[config.mk]
export PLATFORM = sky130hd
export DESIGN_NAME = reset_sequencer_flat
export DESIGN_NICKNAME = d
export VERILOG_FILES = /design/src/rtl/reset_sequencer_if.sv /design/src/rtl/reset_sequencer.sv /design/src/flat_wrapper.sv
export SDC_FILE = /design/constraint.sdc
export NUM_CORES = 1
export LEC_CHECK = 0
export BUFFER_PORTS_ARGS = -buffer_cell sky130_fd_sc_hd__buf_2
export CAP_MARGIN = 10
export CORE_ASPECT_RATIO = 1.2
export CORE_MARGIN = 1.5
export CORE_UTILIZATION = 55
export DETAILED_ROUTE_END_ITERATION = 8
export GPL_TIMING_DRIVEN = 0
export PLACE_DENSITY = 0.76
export SLEW_MARGIN = 20
export SYNTH_ARGS = -nofsm -noshare
export SYNTH_HDL_FRONTEND = slang
export SYNTH_SLANG_ARGS = --single-unit
[constraint.sdc]
create_clock -name clk -period 2.2 [get_ports clk]
set_input_delay 0.11 -clock clk [delete_from_list [all_inputs] [get_ports clk]]
set_output_delay 0.11 -clock clk [all_outputs]
set_load 0.05 [all_outputs]
[src/rtl/reset_sequencer_if.sv]
// rtl/reset_sequencer_if.sv - trigger, cause and staged reset signals of the reset sequencer
interface reset_sequencer_if #(
  parameter int NUM_OUTPUTS = 3
);
  logic                   watchdog_timeout;
  logic                   sw_reset_req;
  logic                   ext_reset_n;
  logic                   cause_clear;
  logic [NUM_OUTPUTS-1:0] rst_n_out;
  logic [2:0]             cause;
  logic                   busy;

  // Trigger sources and firmware side drive the sequencer.
  modport master (
    output watchdog_timeout,
    output sw_reset_req,
    output ext_reset_n,
    output cause_clear,
    input  rst_n_out,
    input  cause,
    input  busy
  );

  // The sequencer itself.
  modport slave (
    input  watchdog_timeout,
    input  sw_reset_req,
    input  ext_reset_n,
    input  cause_clear,
    output rst_n_out,
    output cause,
    output busy
  );
endinterface

[src/rtl/reset_sequencer.sv]
// rtl/reset_sequencer.sv - staged per-domain reset release with sticky reset cause
module reset_sequencer #(
  parameter int NUM_OUTPUTS = 3,
  parameter int HOLD_CYCLES = 200,
  parameter int STAGE_DELAY = 16,
  parameter int CTR_WIDTH   = 8
) (
  input  logic             clk,
  input  logic             rst,
  reset_sequencer_if.slave bus
);

  typedef enum logic [1:0] {
    S_HOLD    = 2'd0,
    S_RELEASE = 2'd1,
    S_RUN     = 2'd2
  } state_t;

  localparam logic [CTR_WIDTH-1:0]   HOLD_LAST  = CTR_WIDTH'(HOLD_CYCLES - 1);
  localparam logic [CTR_WIDTH-1:0]   STAGE_LAST = CTR_WIDTH'(STAGE_DELAY - 1);
  localparam logic [3:0]             LAST_STAGE = 4'(NUM_OUTPUTS - 1);
  localparam logic [NUM_OUTPUTS-1:0] ONE_BIT    = NUM_OUTPUTS'(1);

  state_t                 state;
  logic [CTR_WIDTH-1:0]   ctr;
  logic [2:0]             stage;
  logic [NUM_OUTPUTS-1:0] rst_n_out_r;
  logic                   busy_r;
  logic [2:0]             cause_r;
  logic                   ext_sync1;
  logic                   ext_sync2;

  logic                   ext_trig;
  logic                   trig;
  logic [3:0]             next_stage;

  // The synchronised pin idles high, so a low level is a reset request.
  assign ext_trig   = ~ext_sync2;
  assign trig       = bus.watchdog_timeout | bus.sw_reset_req | ext_trig;
  assign next_stage = {1'b0, stage} + 4'd1;

  // Two-flop synchroniser for the asynchronous external reset pin.
  always_ff @(posedge clk) begin
    if (rst) begin
      ext_sync1 <= 1'b1;
      ext_sync2 <= 1'b1;
    end else begin
      ext_sync1 <= bus.ext_reset_n;
      ext_sync2 <= ext_sync1;
    end
  end

  // Sequencer: any trigger restarts the hold stretch, then domains release in index order.
  always_ff @(posedge clk) begin
    if (rst || trig) begin
      state       <= S_HOLD;
      ctr         <= '0;
      stage       <= '0;
      rst_n_out_r <= '0;
      busy_r      <= 1'b1;
    end else begin
      case (state)
        S_HOLD: begin
          if (ctr == HOLD_LAST) begin
            rst_n_out_r <= ONE_BIT;
            ctr         <= '0;
            stage       <= '0;
            if (NUM_OUTPUTS == 1) begin
              state  <= S_RUN;
              busy_r <= 1'b0;
            end else begin
              state  <= S_RELEASE;
            end
          end else begin
            ctr <= ctr + 1'b1;
          end
        end
        S_RELEASE: begin
          if (ctr == STAGE_LAST) begin
            rst_n_out_r <= rst_n_out_r | (ONE_BIT << next_stage);
            stage       <= next_stage[2:0];
            ctr         <= '0;
            if (next_stage == LAST_STAGE) begin
              state  <= S_RUN;
              busy_r <= 1'b0;
            end
          end else begin
            ctr <= ctr + 1'b1;
          end
        end
        S_RUN: begin
          rst_n_out_r <= '1;
          busy_r      <= 1'b0;
        end
        default: begin
          state       <= S_HOLD;
          ctr         <= '0;
          stage       <= '0;
          rst_n_out_r <= '0;
          busy_r      <= 1'b1;
        end
      endcase
    end
  end

  // Sticky cause: active sources set their bit, and beat a same-cycle clear.
  always_ff @(posedge clk) begin
    if (rst) begin
      cause_r <= 3'b000;
    end else begin
      cause_r <= (bus.cause_clear ? 3'b000 : cause_r)
               | {ext_trig, bus.sw_reset_req, bus.watchdog_timeout};
    end
  end

  assign bus.rst_n_out = rst_n_out_r;
  assign bus.busy      = busy_r;
  assign bus.cause     = cause_r;

endmodule
[src/flat_wrapper.sv]
// flat-port wrapper written by rule: the top's interface ports become plain ports
module reset_sequencer_flat 
#(
  parameter int NUM_OUTPUTS = 3,
  parameter int HOLD_CYCLES = 200,
  parameter int STAGE_DELAY = 16,
  parameter int CTR_WIDTH   = 8
)
  (clk, rst, bus_watchdog_timeout, bus_sw_reset_req, bus_ext_reset_n, bus_cause_clear, bus_rst_n_out, bus_cause, bus_busy);
  reset_sequencer_if #(.NUM_OUTPUTS(NUM_OUTPUTS)) bus_i ();
  input  logic clk;
  input  logic rst;
  input wire logic [$bits(bus_i.watchdog_timeout)-1:0] bus_watchdog_timeout;
  input wire logic [$bits(bus_i.sw_reset_req)-1:0] bus_sw_reset_req;
  input wire logic [$bits(bus_i.ext_reset_n)-1:0] bus_ext_reset_n;
  input wire logic [$bits(bus_i.cause_clear)-1:0] bus_cause_clear;
  output wire logic [$bits(bus_i.rst_n_out)-1:0] bus_rst_n_out;
  output wire logic [$bits(bus_i.cause)-1:0] bus_cause;
  output wire logic [$bits(bus_i.busy)-1:0] bus_busy;
  assign bus_i.watchdog_timeout = bus_watchdog_timeout;
  assign bus_i.sw_reset_req = bus_sw_reset_req;
  assign bus_i.ext_reset_n = bus_ext_reset_n;
  assign bus_i.cause_clear = bus_cause_clear;
  assign bus_rst_n_out = bus_i.rst_n_out;
  assign bus_cause = bus_i.cause;
  assign bus_busy = bus_i.busy;
  reset_sequencer #(.NUM_OUTPUTS(NUM_OUTPUTS), .HOLD_CYCLES(HOLD_CYCLES), .STAGE_DELAY(STAGE_DELAY), .CTR_WIDTH(CTR_WIDTH)) u_core (.clk(clk), .rst(rst), .bus(bus_i));
endmodule
==> After elaboration in Yosys (flattened, before gate mapping) <==
Cells that the tools add are included.
{ "op_classes": {"muxes": 17, "n_bitwise": 7, "add_sub_neg": 2, "eq_ne": 8, "n_shift": 1, "reduce_logical": 6} }
{ "ops": {"columns": ["cell", "count"], "rows": [
  ["8-bit case mux with 3 select lines", 1],
  ["3-bit case mux with 3 select lines", 2],
  ["8-bit 2-to-1 mux", 2],
  ["3-bit 2-to-1 mux", 5],
  ["8-bit by 1-bit adder with 8-bit output, second input constant", 1],
  ["8-bit by 4-bit == test with 1-bit output, second input constant", 1],
  ["8-bit == test, second input constant", 1],
  ["2-bit 2-to-1 mux", 3],
  ["2-bit by 1-bit inequality test with 1-bit output, second input constant", 3],
  ["3-bit bitwise OR", 2],
  ["2-bit case mux with 3 select lines", 1],
  ["3-bit AND reduction", 2],
  ["3-bit by 1-bit adder with 4-bit output, second input constant", 1],
  ["4-bit by 2-bit == test with 1-bit output, second input constant", 1],
  ["4-bit AND reduction", 1],
  ["1-bit by 4-bit << shifter with 3-bit output, first input constant", 1],
  ["1-bit NOT", 3],
  ["1-bit case mux with 3 select lines", 1],
  ["2-bit by 1-bit == test with 1-bit output, second input constant", 1],
  ["2-bit == test, second input constant", 1],
  ["2-bit logical NOT", 1],
  ["1-bit 2-to-1 mux", 2],
  ["1-bit bitwise OR", 2],
  ["2-bit AND reduction", 1],
  ["1-bit logical OR", 1]
]} }
{ "word_totals": {"register_bits": 22, "wordCells": 49, "output_inout_bits": 7} }

==> Depth between registers and ports, before layout <==
Gate-level depths: netlist of run 1.
{ "depth": {"depth_word": 5, "mapped_depth": 7} }

==> Worst setup path after synthesis of run 1 <==
No wires, ideal clock.
{ "synth_timing": {"kind": "reg-to-reg", "start": "reg u_core.state[1]", "end": "reg u_core.ctr[2]", "stages_incl_launch_ff": 7, "setup_time_ns": 0.070, "slack_ns": 0.432, "required_time_ns": 2.130, "arrival_time_ns": 1.698, "path_cell_list": "dfxtp_1 -> inv_1 -> ha_1 -> clkbuf_1 -> nor2_1 -> or4b_2 -> a21oi_1"} }
{ "synth_via": {"elab_chain_cells": 2, "word_cells_on_any_way": 4, "classes_between": "2 x eq/ne; 1 x mux; 1 x reduce/logical"} }
{ "synth_lines": {"columns": ["item", "line_no", "source"], "rows": [
  ["from (decl)", "reset_sequencer.sv:24", "state_t state;"],
  ["from (signal assigned)", "reset_sequencer.sv:56", "state <= S_HOLD;"],
  ["from (signal assigned)", "reset_sequencer.sv:69", "state <= S_RUN;"],
  ["from (signal assigned)", "reset_sequencer.sv:72", "state <= S_RELEASE;"],
  ["2-bit == test, or another cell as far along", "reset_sequencer.sv:62", "case (state)"],
  ["8-bit case mux with 3 select lines", "reset_sequencer.sv:62", null],
  ["to (signal assigned)", "reset_sequencer.sv:75", "ctr <= ctr + 1'b1;"],
  ["to (signal assigned)", "reset_sequencer.sv:88", "ctr <= ctr + 1'b1;"],
  ["to (decl)", "reset_sequencer.sv:25", "logic [CTR_WIDTH-1:0] ctr;"]
]} }
Parallel ways exist; a longest one is shown, timed or not.
A chain may end at the register's enable or synchronous reset.

==> Worst setup path in the final report of run 1 <==
{ "layout_timing": {"start": "reg u_core.ctr[7]", "end": "reg u_core.rst_n_out_r[0], in the netlist u_core.bus.rst_n_out[0]"} }
{ "layout_via": {"elab_chain_cells": 3, "word_cells_on_any_way": 5, "classes_between": "4 x eq/ne; 1 x reduce/logical"} }
{ "layout_lines": {"columns": ["item", "line_no", "source"], "rows": [
  ["8-bit == test / 8-bit by 4-bit == test with 1-bit output (equally long branches)", "reset_sequencer.sv:64, reset_sequencer.sv:79", null],
  ["2-bit by 1-bit inequality test with 1-bit output (no source line)", null, null],
  ["2-bit AND reduction (no source line) (*)", null, null],
  ["to (signal assigned)", "reset_sequencer.sv:80", "rst_n_out_r <= rst_n_out_r | (ONE_BIT << next_stage);"],
  ["to (decl)", "reset_sequencer.sv:27", "logic [NUM_OUTPUTS-1:0] rst_n_out_r;"]
]} }
Every way passes the cells marked *; elsewhere a longest branch is shown, timed or not.

==> results_dict.tcl, run 1 <==
set metrics [dict create \
    cts_root_buf "clkbuf_4" \
    die_width_um 45.4 \
    fmax_mhz 495 \
    gp_congestion 0.846 \
    path_max_fanout 10 \
    overflow 0 \
    synth-adder-area-share 0.0950 \
    nets 178 \
    postRouteWirelength_mm 2.56 \
    rows 18 \
    rsz0062_at_grt "false" \
    synth-compound-area-share 0.222 \
    ir_drop_v 0.000420 \
    synthesis.area_mm2 0.00118 \
    viasPerCell 5.91 \
    initial_utilization 0.578 \
    ys_ff_latch 22 \
    clk_latency_ns 0.30 \
    ys_types 31 \
    cts_tree "yes" \
    die-area_mm2 0.00244 \
    io_pins 13 \
    dp_hpwl_mm 1.91 \
    period_share 0.918 \
    syn-mean-instance-area_um2 8.17 \
    dr.pass1.iters 4 \
    ys_seq_area_frac 0.372 \
    power_density_mw_per_mm2 497 \
    core_mm2 0.00205 \
    port-buffer-count 12 \
    synth-xor-area-share 0.00739 \
    finalSetupTns_ns 0 \
    dp_cells 187 \
    synthSimpleGateAreaFrac 0.256 \
    ys_warn_count 0 \
    routedWlPerCell_um 13.4 \
    cp_cell_sequence "or4_4 -> o21ai_1 -> nand2_1 -> clkbuf_1 -> o221a_1" \
    crit_slowest_cell "or4_4" \
    path_class "reg -> reg" \
    n_antenna_cell 0 \
    crit_required_ns 2.41 \
    areaGrowthSynthToFinish_pct 12.2 \
    syn_nets 160 \
    arrival_ns 2.23 \
    finalCriticalPeriod_ns 2.02 \
    slew_violations 0 \
    p_leak_nw 0.515 \
    finalClockSkew_ns 0.00289 \
    chipHeight_um 53.8 \
    h-tree-depth 1 \
    synthMuxAreaShare 0 \
    cp-start-kind "flop" \
    max-cap-violations 0 \
    numCtsBuffers 3 \
    drive_gt1_frac 0.167 \
    grt_pass1_wl_mm 4.33 \
    antenna_found_initial 0 \
    grt_use_total 0.246 \
    syn_inst 145 \
    holdCritPathClass "in -> reg" \
    clk_pin_slew_ns 0.12 \
    slew_headroom 0.471 \
    tightest_slew_ns 0.783 \
    drt_iter0_drc 28 \
    grt_pass1_vias 1038 \
    status "complete, no violations" \
    slowest_delay_ns 0.55 \
    setup_violations 0 \
    synth_top_family_by_area "simple AND/OR/NAND/NOR gates" \
    drc_errors 0 \
    worstSetupEndpointType "flop" \
    hold_violations 0 \
    fin_cells 192 \
    r2r_slack_ns 0.18 \
    grt_max_degree 13 \
    clockBufferDepth 2 \
    post_cts_buffers 0 \
    cts.sinks 22 \
    num_vias 1134 \
    ant_nets 0 \
]
==> per-stage QoR <==
| stage | total power [mW] | area [µm²] | hold slack, ns | setup WS [ns] | util |
|---|---|---|---|---|---|
| global route | 0.685 | 1330 | 0.0225 | 0.0357 | 0.649 |
| global placement | 0.448 | 1280 | 0.296 | 0.220 | 0.626 |
| CTS | 0.665 | 1330 | 0.0134 | 0.122 | 0.648 |
| floorplan | 0.436 | 1180 | 0.179 | 0.432 | - |
| detailed placement | 0.448 | 1280 | 0.302 | 0.160 | 0.626 |
| finish | 0.661 | 1330 | 0.0175 | 0.180 | 0.649 |
==> where the power goes <==
part | switching (mW) | leakage (nW) | internal, mW | total, mW
Clock | 0.120 | 0.0210 | 0.101 | 0.221
Sequential | 0.00262 | 0.179 | 0.404 | 0.407
Combinational | 0.0219 | 0.315 | 0.0118 | 0.0337
==> cells in the final DEF, fill, tap and decap left out, drive strengths merged, types with 2 or more instances in the layout <==
master	instances
nor2	13
or4	4
o221a	2
or3	3
a31oi	4
ha	9
or2	3
a21oi	20
buf	13
and2	2
nand4	3
o21ai	12
clkbuf	9
nand2	12
nand3	8
dfxtp	22
or4b	3
and3	3
inv	9
==> critical path: cells and delay by family (launching register included) <==
| family | cells | cell delay (ns) |
|---|---|---|
| buffers and inverters | 1 | 0.27 |
| flip-flops | 1 | 0.37 |
| AO/OA/AOI/OAI | 2 | 0.61 |
| AND/OR/NAND/NOR | 2 | 0.67 |
==> final cells by class <==
type	count	area, µm²
tap	30	37.5
inverter	9	33.8
clock buffer	4	36.3
sequential	22	440
fill	202	719
timing repair buffer	13	70.1
buffer	6	25.0
multi-input combinational	108	687
==> registers in the layout, summed over array words and instances (netlist names) <==
| name | cells |
|---|---|
| u_core.ext_sync1 | 1 |
| u_core.bus.cause | 3 |
| u_core.state | 2 |
| u_core.stage | 3 |
| u_core.ctr | 8 |
| u_core.bus.busy | 1 |
| u_core.ext_sync2 | 1 |
| u_core.bus.rst_n_out | 3 |
==> timing repair <==
action	in CTS	in global routing
hold endpoints to repair	1	0
resized for setup	0	3
hold buffers	1	0
endpoints found under the setup margin	0	2
==> layer usage <==
layer  part of all wire  track usage  up-vias
met4              0.034        0.181        0
met1               0.42        0.328      520
met5                  0            0        -
li1                   -            -      555
met3              0.057       0.0336       10
met2               0.49        0.360       49
==> path summary, 6_finish.rpt <==
| path | from | end | depth (start not counted) |
|---|---|---|---|
| max reg2reg | u_core.ctr[7]$_SDFFE_PP0N_ | u_core.bus.rst_n_out[0]$_SDFFE_PP0P_ | 5 |
| min reg2reg | u_core.ext_sync1$_SDFF_PP1_ | u_core.ext_sync2$_SDFF_PP1_ | 1 |
| max | u_core.ctr[7]$_SDFFE_PP0N_ | u_core.bus.rst_n_out[0]$_SDFFE_PP0P_ | 5 |
| min | rst | u_core.bus.cause[2]$_SDFF_PP0_ | 2 |
==> synthesized netlist by cell type (all sizes together) <==
cell | instances | area (µm²)
and3 | 3 | 18.8
nand2 | 12 | 45.0
and2 | 2 | 12.5
inv | 9 | 33.8
o221ai | 1 | 8.76
o221a | 2 | 22.5
or3 | 3 | 18.8
nor4 | 1 | 6.26
o31ai | 1 | 21.3
or2 | 3 | 21.3
xnor2 | 1 | 8.76
nand4 | 3 | 18.8
o21ai | 12 | 63.8
nand3 | 8 | 40.0
a21oi | 20 | 100
buf | 1 | 5.00
dfxtp | 22 | 440
a31oi | 4 | 25.0
clkbuf | 5 | 18.8
or4b | 3 | 30.0
or4 | 4 | 33.8
ha | 9 | 113
o2111ai | 1 | 8.76
nor4b | 1 | 8.76
nor2 | 13 | 48.8
a211oi | 1 | 12.5
==> kinds of logic after synthesis <==
kind of cell	after synthesis
buffers and inverters	15
AND/OR/NAND/NOR	56
XOR/XNOR	1
flip-flops	22
adder cells (fa/ha/maj)	9
AO/OA/AOI/OAI	42
(Power assumes the default switching activity.)
==> run 2, diff against run 1 <==
ABC_AREA = 1   (was unset)
ABC_CLOCK_PERIOD_IN_PS = 2200   (was unset)
CORE_MARGIN = unset   (was 1.5)
PLACE_DENSITY = 0.75   (was 0.76)
==> results_dict.tcl, run 2 <==
set metrics [dict create \
    status "complete, no violations" \
    routedWlPerCell_um 10.9 \
    worstSetupEndpointType "flop" \
    initial_utilization 0.601 \
    die_width_um 46.1 \
    path_class "reg -> reg" \
    cts.sinks 22 \
    holdCritPathClass "in -> reg" \
    ys_ff_latch 22 \
    ir_drop_v 0.000394 \
    rr_worst_depth 6 \
    cp.buffers_inverters 2 \
    rsz0062_at_grt "false" \
    wl_met3_um 55 \
    crit_required_ns 2.45 \
    tightest_slew_ns 0.421 \
    synth_most_common_cell "nand2_1" \
    cts_root_buf "clkbuf_4" \
    crit_family "compound AO/OA/AOI/OAI gates" \
    max-cap-violations 0 \
    syn_nets 204 \
    dp_hpwl_mm 1.95 \
    layout_common_cells "53 x nand2_1, 25 x inv_1, 24 x nor2_1" \
    h-tree-depth 1 \
    cp_cell_sequence "inv_1 -> ha_1 -> buf_2 -> a21oi_1 -> nand3_1 -> a21oi_1" \
    p_leak_nw 0.683 \
    syn_inst 189 \
    clk_latency_ns 0.32 \
    max_flop_register "u_core.ctr" \
    ant_nets 0 \
    grt_max_degree 14 \
    path_depth 6 \
    ys_seq_area_frac 0.342 \
    port-buffer-count 12 \
    met1_length_mm 1.12 \
    yosys.area.top_type "dfxtp_1" \
    finalCriticalPeriod_ns 1.61 \
    cts_tree "yes" \
    wl_met2_mm 1.34 \
    synthTopCellsByCount "53 x nand2_1, 25 x inv_1, 24 x nor2_1" \
    layout_commonest_cell "nand2_1" \
    ys_async_sr_fraction 0 \
    clk_pin_slew_ns 0.12 \
    arrival_ns 1.86 \
    drt_iter0_drc 18 \
    postRouteWirelength_mm 2.58 \
    power_density_mw_per_mm2 521 \
    clockBufferDepth 2 \
    die-area_mm2 0.00254 \
    n_antenna_cell 0 \
    crit_slowest_cell "dfxtp_1" \
    ys_warn_count 0 \
    grt_pass1_wl_mm 4.13 \
    rows 18 \
    finalClockSkew_ns 0.00221 \
    largest_reg_flops 8 \
    slowest_delay_ns 0.39 \
    synth-edff-count 0 \
    slew_headroom 0.719 \
    dr.pass1.iters 5 \
    fmax_mhz 621 \
    setup_violations 0 \
    cp-start-kind "flop" \
    cp_common_cell "a21oi_1" \
    slew_violations 0 \
    ys_types 25 \
    finalSetupTns_ns 0 \
    overflow 0 \
    viasPerCell 5.02 \
    grt_use_total 0.234 \
    fill_cells 194 \
    whs_path_depth 4 \
    highest_layer "met4" \
    synthDominantCellAreaShare 0.342 \
    drive_gt1_frac 0.150 \
    postLayoutCoreUtil 0.681 \
    path_max_fanout 10 \
    io_pins 13 \
    synthesis.area_mm2 0.00129 \
    areaGrowthSynthToFinish_pct 13.2 \
    synth_top_cells_by_area "dfxtp_1 34%, nand2_1 15%, ha_1 8.8%" \
    syn-mean-instance-area_um2 6.81 \
    chipHeight_um 55.0 \
    gp_congestion 0.842 \
    grt_pass1_vias 1035 \
    nets 223 \
    num_vias 1190 \
    hold_violations 0 \
    period_share 0.733 \
    drc_errors 0 \
    antenna_found_initial 0 \
    ys.flop_type "dfxtp_1" \
    post_cts_buffers 0 \
    numCtsBuffers 3 \
    core_mm2 0.00214 \
]
[run 2: cell count changes after synthesis, sizes merged, moves of 4 or more]
| cell | previous run | this run |
|---|---|---|
| or4 | 4 | 0 |
| nand3 | 8 | 14 |
| clkbuf | 5 | 0 |
| inv | 9 | 28 |
| o21ai | 12 | 3 |
| nor2 | 13 | 25 |
| nand2 | 12 | 56 |
| a31oi | 4 | 0 |
[run 2: worst min-delay path: stages]
cell and delay [ns]:
buf_2 0.07, inv_1 0.05, nand2_1 0.05, a21oi_1 0.05
[run 2: power breakdown]
| group | switching [mW] | internal, mW | leakage (nW) |
|---|---|---|---|
| logic | 0.0244 | 0.0144 | 0.477 |
| registers | 0.00287 | 0.404 | 0.179 |
| clock network | 0.128 | 0.184 | 0.0279 |
[run 2: worst paths after layout]
| kind | start | to | slack (ns) |
|---|---|---|---|
| hold / removal | bus_cause_clear | u_core.bus.cause[2]$_SDFF_PP0_ | 0.05 |
| setup reg to reg | u_core.state[0]$_SDFFE_PP0P_ | u_core.ctr[6]$_SDFFE_PP0N_ | 0.59 |
| hold reg to reg | u_core.ext_sync1$_SDFF_PP1_ | u_core.ext_sync2$_SDFF_PP1_ | 0.44 |
| setup / recovery | u_core.state[0]$_SDFFE_PP0P_ | u_core.ctr[6]$_SDFFE_PP0N_ | 0.59 |
[run 2: metrics by stage]
step / hold WS [ns] / worst slack, ns / cell area, µm² / power, mW / instances
after floorplan: 0.179 / 0.880 / 1290 / 0.440 / 189
after global placement: 0.295 / 0.660 / 1380 / 0.451 / 231
after detailed placement: 0.303 / 0.613 / 1380 / 0.452 / 231
after CTS: 0.0000902 / 0.591 / 1450 / 0.765 / 236
after global routing: 0.0473 / 0.437 / 1460 / 0.788 / 237
final: 0.0511 / 0.588 / 1460 / 0.758 / 237
[run 2: cells by family after synthesis]
| kind of cell | count (synthesis) | share of synthesized area |
|---|---|---|
| adder cells (fa/ha/maj) | 9 | 0.0876 |
| AO/OA/AOI/OAI | 24 | 0.106 |
| AND/OR/NAND/NOR | 104 | 0.367 |
| flip-flops | 22 | 0.342 |
| buffers and inverters | 30 | 0.0973 |
[run 2: what timing repair did]
action,CTS,global route
gates resized for setup,0,0
endpoints found under the hold margin,1,3
hold buffers,1,1
[run 2: layout make-up]
type | instances | area (µm²) | share of cell area
multi-input combinational | 137 | 721 | 0.495
sequential | 22 | 440 | 0.302
inverter | 28 | 105 | 0.0722
timing repair buffer | 14 | 80.1 | 0.0550
tap | 30 | 37.5 | 0.0258
clock inverter | 1 | 30.0 | 0.0206
clock buffer | 3 | 22.5 | 0.0155
buffer | 2 | 20.0 | 0.0137
[run 2: layer usage]
| layer | vias up | GRT usage |
|---|---|---|
| met5 | - | 0 |
| met4 | 0 | 0.137 |
| li1 | 632 | - |
| met2 | 14 | 0.415 |
| met1 | 539 | 0.257 |
| met3 | 5 | 0.0390 |
==> run 3, diff against run 2 <==
ABC_CLOCK_PERIOD_IN_PS = 1450   (was 2200)
CORE_UTILIZATION = 52   (was 55)
PLACE_DENSITY = 0.74   (was 0.75)
clock period = 1.45 ns   (was 2.2 ns; I/O delays follow)
==> results_dict.tcl, run 3 (synthesis gave the netlist of run 2 again) <==
set metrics [dict create \
    cp-start-kind "flop" \
    cp_cell_sequence "inv_2 -> ha_4 -> inv_4 -> o21bai_4 -> nand2_4 -> nand3_1 -> a21oi_1" \
    grt_pass1_wl_mm 4.71 \
    n_antenna_cell 0 \
    register_area_um2 457 \
    io_pins 13 \
    core_mm2 0.00231 \
    met1_length_mm 1.18 \
    clk_pin_slew_ns 0.13 \
    drt_iter0_drc 30 \
    initial_utilization 0.558 \
    crit_required_ns 1.70 \
    multi_input_area_um2 808 \
    p_leak_nw 0.721 \
    cts_root_buf "clkbuf_4" \
    crit_slowest_cell "dfxtp_4" \
    status "complete, no violations" \
    path_class "reg -> reg" \
    power_density_mw_per_mm2 716 \
    tightest_slew_ns 0.337 \
    finalClockSkew_ns 0.00441 \
    ir_drop_v 0.000769 \
    highest_layer "met4" \
    die-area_mm2 0.00268 \
    ant_nets 0 \
    clk_latency_ns 0.31 \
    port-buffer-count 12 \
    rows 19 \
    layout_commonest_cell "nand2_1" \
    worstSetupEndpointType "flop" \
    overflow 0 \
    gp_congestion 0.852 \
    grt_use_total 0.239 \
    slowest_delay_ns 0.38 \
    fill_cells 200 \
    max-cap-violations 0 \
    layout_common_cells "50 x nand2_1, 22 x inv_1, 22 x nor2_1" \
    wl_met3_um 89 \
    whs_ns 0.0307 \
    arrival_ns 1.63 \
    drive_gt1_frac 0.274 \
    viasPerCell 5.19 \
    h-tree-depth 1 \
    routedWlPerCell_um 11.9 \
    largest_reg_flops 8 \
    period_share 0.954 \
    path_max_fanout 8 \
    chipHeight_um 56.5 \
    antenna_found_initial 0 \
    fmax_mhz 723 \
    cts.sinks 22 \
    postRouteWirelength_mm 2.90 \
    holdCritPathClass "in -> reg" \
    numCtsBuffers 3 \
    num_vias 1261 \
    place_ws_ns -0.143 \
    hold_violations 0 \
    clockBufferDepth 2 \
    cts_tree "yes" \
    setup_violations 0 \
    wl_met2_mm 1.55 \
    slew_violations 0 \
    max_flop_register "u_core.ctr" \
    die_width_um 47.4 \
    drc_errors 0 \
    areaGrowthSynthToFinish_pct 24.7 \
    dr.pass1.iters 4 \
    slew_headroom 0.774 \
    nets 228 \
    grt_pass1_vias 1129 \
    dp_hpwl_mm 2.00 \
    finalCriticalPeriod_ns 1.38 \
    setup_ws_ns 0.0667 \
    grt_max_degree 14 \
]
-- run 3: changes by cell type in the layout (fill, tap and decap cells not counted), moves of 3 or more --
cell | previous run | this run
dfxtp_1 | 22 | 15
nand2_2 | 1 | 4
ha_1 | 9 | 4
ha_4 | 0 | 4
dfxtp_2 | 0 | 4
nand2_1 | 53 | 50
inv_1 | 25 | 22
dfxtp_4 | 0 | 3
buf_4 | 0 | 6
-- run 3: path summary, 6_finish.rpt --
check	startpoint	to	slack, ns	cells past startpoint
worst max-delay path	u_core.state[1]$_SDFFE_PP0P_	u_core.ctr[6]$_SDFFE_PP0N_	0.07	7
worst min-delay path	bus_cause_clear	u_core.bus.cause[2]$_SDFF_PP0_	0.03	4
worst min register to register	u_core.ext_sync1$_SDFF_PP1_	u_core.ext_sync2$_SDFF_PP1_	0.43	1
worst max register to register	u_core.state[1]$_SDFFE_PP0P_	u_core.ctr[6]$_SDFFE_PP0N_	0.07	7
-- run 3: stage by stage --
stage               utilization  cells  cell area, µm²  TNS (ns)  total power, mW
floorplan                     -    189            1290         0            0.668
global placement          0.601    232            1390    -0.458            0.683
detailed placement        0.601    232            1390    -0.909            0.685
CTS                       0.648    238            1500         0             1.16
global route              0.696    243            1600   -0.0305             1.19
finish                    0.696    243            1600         0             1.15
-- run 3: where the power goes --
| part | leakage [nW] | switching (mW) | internal [mW] |
|---|---|---|---|
| clock | 0.0279 | 0.194 | 0.280 |
| combinational | 0.510 | 0.0390 | 0.0238 |
| sequential | 0.183 | 0.00433 | 0.608 |
-- run 3: per-layer routing --
layer,GRT usage,vias up
met3,0.0386,9
met5,0,-
met2,0.415,23
met1,0.275,587
li1,-,642
met4,0.0898,0
-- run 3: area by class of cell --
class                           instances  area share
Buffer                                  2      0.0140
Clock buffer                            3      0.0140
Clock inverter                          1      0.0187
Inverter                               28      0.0671
Multi-Input combinational cell        137       0.504
Sequential cell                        22       0.285
Tap cell                               31      0.0242
Timing Repair Buffer                   19      0.0733
-- run 3: timing repair --
action | 4_1_cts | 5_1_grt
setup endpoints to repair | 13 | 15
pin swaps | 1 | 5
setup buffers | 0 | 5
hold buffers | 2 | 0
gates resized for setup | 12 | 21
hold endpoints to repair | 4 | 0
-- run 3: critical path, delay by kind of cell, from the launching register on --
| kind | cells | cell delay, ns |
|---|---|---|
| adders and majority gates | 1 | 0.21 |
| AOI/OAI and AO/OA | 2 | 0.33 |
| DFF | 1 | 0.38 |
| and+or+nand+nor | 2 | 0.23 |
| buffers and inverters | 2 | 0.16 |
